==> src/rtl/reg_bank.sv <==
// -----------------------------------------------------------------------------
// reg_bank
//   General-purpose register file: 32 registers of 32 bits.
//   One synchronous write port and two independent combinational read ports.
//   r0 is hardwired to zero. r29 ($sp) and r31 ($ra) have their own reset
//   values; every other register resets to zero.
//
// Configuration macro:
//   REGBANK_BYPASS_EN - when defined, a read of the register being written in
//                       the current cycle returns WriteData (write-to-read
//                       forwarding). r0 is never forwarded. When undefined,
//                       no forwarding logic is built and reads always return
//                       the stored value.
//
// Parameters:
//   SP_INIT   reset value of r29
//   RA_INIT   reset value of r31
//
// Ports:
//   clk        in   1   clock; registers update on the rising edge
//   reset      in   1   asynchronous reset, active low
//   RegWrite   in   1   write enable
//   WriteReg   in   32  destination register; only bits [4:0] are used
//   WriteData  in   32  write data
//   ReadReg1   in   5   read port 1 register number
//   ReadReg2   in   5   read port 2 register number
//   ReadData1  out  32  contents of ReadReg1
//   ReadData2  out  32  contents of ReadReg2
// -----------------------------------------------------------------------------
module reg_bank #(
    parameter logic [31:0] SP_INIT = 32'd227,
    parameter logic [31:0] RA_INIT = 32'd0
) (
    input  logic        clk,
    input  logic        reset,
    input  logic        RegWrite,
    input  logic [31:0] WriteReg,
    input  logic [31:0] WriteData,
    input  logic [4:0]  ReadReg1,
    input  logic [4:0]  ReadReg2,
    output logic [31:0] ReadData1,
    output logic [31:0] ReadData2
);

    localparam logic [4:0] SP_IDX = 5'd29;
    localparam logic [4:0] RA_IDX = 5'd31;

    logic [31:0] regs_q [32];
    logic [31:0] regs_d [32];

    logic [4:0]  wr_idx;
    logic        wr_en;
    logic [31:0] rd1;
    logic [31:0] rd2;

    // The upper bits of WriteReg come from a full-width mux upstream and are
    // deliberately ignored; the index wraps modulo 32.
    logic        unused_wr_upper;
    assign unused_wr_upper = ^WriteReg[31:5];

    assign wr_idx = WriteReg[4:0];
    // Writes to r0 are dropped here so r0 storage never leaves zero.
    assign wr_en  = RegWrite && (wr_idx != 5'd0);

    always_comb begin
        for (int i = 0; i < 32; i++) begin
            regs_d[i] = regs_q[i];
        end
        if (wr_en) begin
            regs_d[wr_idx] = WriteData;
        end
        regs_d[0] = '0;
    end

    // Reset wins over a same-cycle write, so no partial write survives.
    always_ff @(posedge clk or negedge reset) begin
        if (!reset) begin
            for (int i = 0; i < 32; i++) begin
                if (5'(i) == SP_IDX) begin
                    regs_q[i] <= SP_INIT;
                end else if (5'(i) == RA_IDX) begin
                    regs_q[i] <= RA_INIT;
                end else begin
                    regs_q[i] <= '0;
                end
            end
        end else begin
            for (int i = 0; i < 32; i++) begin
                regs_q[i] <= regs_d[i];
            end
        end
    end

`ifdef REGBANK_BYPASS_EN
    logic byp_en;
    // Forwarding only while out of reset, since a write during reset is
    // suppressed; wr_en already excludes r0.
    assign byp_en = wr_en && reset;

    always_comb begin
        rd1 = '0;
        rd2 = '0;
        if (ReadReg1 != 5'd0) begin
            rd1 = regs_q[ReadReg1];
        end
        if (ReadReg2 != 5'd0) begin
            rd2 = regs_q[ReadReg2];
        end
        if (byp_en && (ReadReg1 == wr_idx)) begin
            rd1 = WriteData;
        end
        if (byp_en && (ReadReg2 == wr_idx)) begin
            rd2 = WriteData;
        end
    end
`else
    always_comb begin
        rd1 = '0;
        rd2 = '0;
        if (ReadReg1 != 5'd0) begin
            rd1 = regs_q[ReadReg1];
        end
        if (ReadReg2 != 5'd0) begin
            rd2 = regs_q[ReadReg2];
        end
    end
`endif

    assign ReadData1 = rd1;
    assign ReadData2 = rd2;

endmodule

==> config.mk <==
export PLATFORM = sky130hd
export DESIGN_NAME = reg_bank
export DESIGN_NICKNAME = d
export VERILOG_FILES = /design/src/rtl/reg_bank.sv
export SDC_FILE = /design/constraint.sdc
export NUM_CORES = 2
export LEC_CHECK = 0
export CORE_ASPECT_RATIO = 0.8
export CORE_MARGIN = 4
export CORE_UTILIZATION = 57
export CTS_CLUSTER_SIZE = 28
export DETAILED_ROUTE_END_ITERATION = 8
export PLACE_DENSITY_LB_ADDON = 0.05
export RECOVER_POWER = 25
export SYNTH_ARGS = -nofsm -noshare
export SYNTH_HDL_FRONTEND = slang
export SYNTH_SLANG_ARGS = --single-unit
==> constraint.sdc <==
create_clock -name clk -period 2.2 [get_ports clk]
set_input_delay 0.44 -clock clk [delete_from_list [all_inputs] [get_ports clk]]
set_output_delay 0.44 -clock clk [all_outputs]
set_load 0.01 [all_outputs]
After elaboration in Yosys (flattened, before gate mapping)
Cells that the tools add are included.
- equal/unequal tests: 0
- shifts and indexed selects: 0
- muxes and demuxes: 11
- order comparisons: 4
- add/subtract/negate cells: 0
- reductions and logical operators: 5
- div/mod/pow operators: 0
- bitwise operators: 3
- multiply operators: 0
- operator list (operator ; number):
    $bwmux 1024 ; 1
    $bmux 32 s5 ; 2
    $mux 32 ; 7
    $demux 32 s5 ; 1
    $ge 6x6->1 const B ; 3
    $not 5->6 ; 3
    $reduce_bool 5->1 ; 3
    $lt 6x1->1 const B ; 1
    $logic_and 1x1->1 ; 2
- latch bits: 0
- register bits after elaboration: 992
- memory bits (writable): 0
- memory bits (read-only): 0
- memories kept: 0
- input port bits: 77

Longest topological paths before layout
- depth after elaboration: 6
- mapped depth: 9
- gate-level depth less buffers: 5

Least setup slack after synthesis
No wires, ideal clock.
- kind: input port to output port
- start point: input ReadReg1[0]
- end point: output ReadData1[29]
- buffers on the path: 3
- stages: 8
- slack: -0.196 ns
- data arrival time: 1.956 ns
- data required time: 1.760 ns
- cells stage by stage: buf_4 > buf_2 > buf_4 > mux4_2 > nand2_1 > nand2_1 > o211ai_1 > o21ai_0
- word-level cells in the longest chain between the ends: 5
- elaborated cells between the ends (all ways): 6
- those cells by class: mux (4); bitwise (1); reduce/logical (1)
- RTL lines (what ; RTL line ; RTL):
    start, declared ; 39 ; input logic [4:0] ReadReg1,
    $not 5->6 (not written as such) ; 121 ; rd1 = regs_q[ReadReg1];
    $bmux 32 s5 ; 121 ;
    $mux 32 (not written as such) (2 in a row) ; 121 ;
    $mux 32 * ; 120 ; if (ReadReg1 != 5'd0) begin
    end, declared ; 41 ; output logic [31:0] ReadData1,
Mark *: on every way between the ends. The rest lies on a longest branch, timed or not. The select of a mux whose other input is x is not followed.

Worst setup path in the final report
- start point: register regs_q[275] (netlist bit)
- end point: output ReadData2[19]
- word-level cells in the longest chain between the ends: 4
- RTL lines (what ; RTL line ; RTL):
    start, declared ; 48 ; logic [31:0] regs_q [32];
    start signal, assigned by index ; 89 ; regs_q[i] <= regs_d[i];
    $bmux 32 s5 ; 124 ; rd2 = regs_q[ReadReg2];
    $mux 32 (not written as such) (2 in a row) ; 124 ;
    $mux 32 ; 123 ; if (ReadReg2 != 5'd0) begin
    end, declared ; 42 ; output logic [31:0] ReadData2
Every way passes these cells. The select of a mux whose other input is x is not followed.

==> impl_metrics.toml <==
[routing]
wl_met1_um = 77420
wl_met2_um = 85010
wl_um = 191900
first_pass_iters = 6
drt_iter0_markers = 4261
wl_per_cell_um = 32.89
via_per_inst = 6.844
vias = 39940
ant_nets = 0
top_layer_used = "met4"
route.met3.wl_um = 20700
drc = 0

[logic_synthesis]
synth_top_cell_area_share_pct = 46.10
synth_nets = 3840
ys_seq_area_share_pct = 46.35
yosys-top-cells-area = "dfrtp_1 (46%), mux2_2 (22%), mux4_2 (16%)"
postSynth.asyncResetShare_pct = 100.0
synth_top_cell_by_area = "dfrtp_1"
synth-adder-area-share_pct = 0
synth_most_common_cell = "mux2_2"
synthMuxAreaShare_pct = 42.59
syn_area_per_cell_sq_um = 14.24
synth_compound_area_share_pct = 3.991
synthSimpleGateAreaFrac_pct = 3.480
syn_area_sq_um = 53570
synth_common_cells = "mux2_2 (1064), dfrtp_1 (987), mux4_2 (389), nand2_1 (194), mux2i_1 (177)"
synthXorXnorAreaFrac_pct = 0
syn_inst = 3763
synth_warnings = 0
synth_seq_cells = 992
synth_top_family_by_area = "multiplexers"
synth_edf_count = 0
ys_types = 48
synth_flop_cell = "dfrtp_1"

[critical_path]
path_delay_family = "multiplexers"
timing.rr.end = "regs_q[394]$_DFFE_PN0P_"
startpoint_type = "register"
required_ns = 1.76
crit_arrival_ns = 2.55
cp_slowest_cell = "mux4_2"
worst-setup-path-type = "reg -> out"
setup.worst_path.end_class = "output pin"
worstPathMaxFanout = 2
cpPeakStageDelay_ns = 0.50
reg2reg_slack_ns = 1.06
cp.buffers_inverters = 1
r2r-start = "regs_q[394]$_DFFE_PN0P_"
cp-startpoint = "regs_q[275]$_DFFE_PN0P_"
ff2ff_path_depth = 4
crit_chain = "mux4_2 > mux2_4 > a21oi_2 > o211ai_1 > buf_2"

[grt]
grt_util_all_layers_pct = 38.94
antenna_found_initial = 2
grt_pass1_wl_um = 282000
grt_pass1_vias = 41370
grt.overflow.total = 0
grt_max_degree = 82

[hold_path]
whs_path_depth = 1
hold_path.class = "reg -> reg"
min_from = "regs_q[771]$_DFFE_PN0P_"
hold_path_end = "regs_q[771]$_DFFE_PN0P_"

[timing]
setup_violations = 226
slew_violations = 35
fmax_mhz = 334.0
slew_headroom_pct = -22.13
fin_skew_ns = 0
rsz0062_at_grt = "yes"
fin_ws_ns = -0.7937
min_period_over_period_pct = 136.1
finalHoldViolCount = 0
min_period_ns = 2.994
tightest_slew_ns = 1.832

[placed_design]
place.gp.congestion = 0.9024
dpl.hpwl_um = 124100
dpl.cell_count = 5547
dp_slack_ns = -1.257
port_buffers = 113

[layout]
nets = 4601
antennaDiodeCount = 0
syn2layout_area_growth_pct = 27.28
largest_reg_flops = 992
finalNonFillerCells = 5836
regMostFlops = "regs_q"
largestRegisters = "regs_q: 992 flops"
drive_above_1_share_pct = 61.77

[clock_tree]
clkLatencyLatePin_ns = 0.68
cts.sinks = 992
htreeDepth = 3
clock-root-buffer = "clkbuf_16"
cts_tree = "built"
clkTransAtPathRegs_ns = 0.06
cts_buffers = 103
cts_buffer_depth = 3

[flow_run]
drv_cap = 1

[floorplan]
die_h_um = 282.2
start_util_pct = 57.55
dieArea_sq_um = 98990
ios = 141
fp-row-count = 100
coreArea_sq_um = 93090
fp.dieW_um = 350.8

[outcome]
status = "finished, violations left"
violations = "capacitance limit, slew limit, setup timing"

[power]
ir_worst_vdd_mv = 0.6902
power_density_nw_per_um2 = 860.6
p_leak_nw = 30.70
-- power by group --
part / switching (W) / leakage (nW) / internal (W)
sequential: 0.00270 / 12.7 / 0.0218
combinational: 0.00630 / 16.3 / 0.00943
clock: 0.00766 / 1.76 / 0.0107
-- stage by stage --
step	area, sq um	TNS, ns	hold slack (ns)	total power (W)	utilization [%]
final	68190	-55.53	0.5254	0.05868	73.25
after global routing	68190	-90.36	0.5404	0.06083	73.25
after CTS	67640	-35.25	0.3098	0.05815	72.66
after detailed placement	62720	-453.50	0.4425	0.03922	67.38
after global placement	62720	-434.37	0.4419	0.03830	67.38
after floorplan	53820	-2.372	0.1444	0.03250	-
-- area by class of cell --
class | instances | area (sq um)
repair buffers | 1053 | 10480
well taps | 1224 | 1531
clock inverters | 39 | 417.9
multi-input cells | 2369 | 27790
clock buffers | 154 | 3126
fillers | 5997 | 24900
inverters | 5 | 21.27
flip-flops and latches | 992 | 24830
-- metal layers --
metal,vias to the layer above,track usage [%]
met5,-,0
met4,0,15.39
met3,523,10.34
met2,2308,58.03
met1,21240,55.29
li1,15880,-
-- cells in the final DEF (no fill, tap or decap), types with 41 or more instances in the layout --
master     Yosys  final
mux2_2      1064   1055
dfrtp_1      987    987
buf_4         41    710
mux4_2       389    397
mux2i_1      177    160
nand2_1      194    155
buf_12         4    142
clkbuf_16      0    110
buf_6          7     83
a21oi_1      108     81
o211ai_1      44     44
nor2_1        61     41
nor2b_1       57     41
a221oi_1      53     41
-- worst max-delay path by stage --
stage / endpoint / cells after the start
finish: ReadData2[19] / 5
global route: ReadData2[19] / 5
CTS: ReadData2[19] / 6
detailed placement: ReadData2[16] / 6
global placement: ReadData2[16] / 6
floorplan: ReadData2[31] / 7
-- cell families (layout without fill, tap and decap cells) --
| kind of cell | count (synthesis) | in the layout |
|---|---|---|
| muxes | 1642 | 1642 |
| buffers and inverters | 402 | 1251 |
| AOI/OAI and AO/OA | 315 | 315 |
| and+or+nand+nor | 412 | 412 |
| DFF | 992 | 992 |
-- repair_timing --
action / CTS / global route
endpoints found under the setup margin: 64 / 127
gates resized for setup: 458 / 112
setup buffers: 77 / 29
pin swaps: 102 / 92
cloned: 9 / 2
hold buffers: 1 / 0
endpoints found under the hold margin: 15 / 0
No activity file was read; power rests on OpenSTA's default activity.
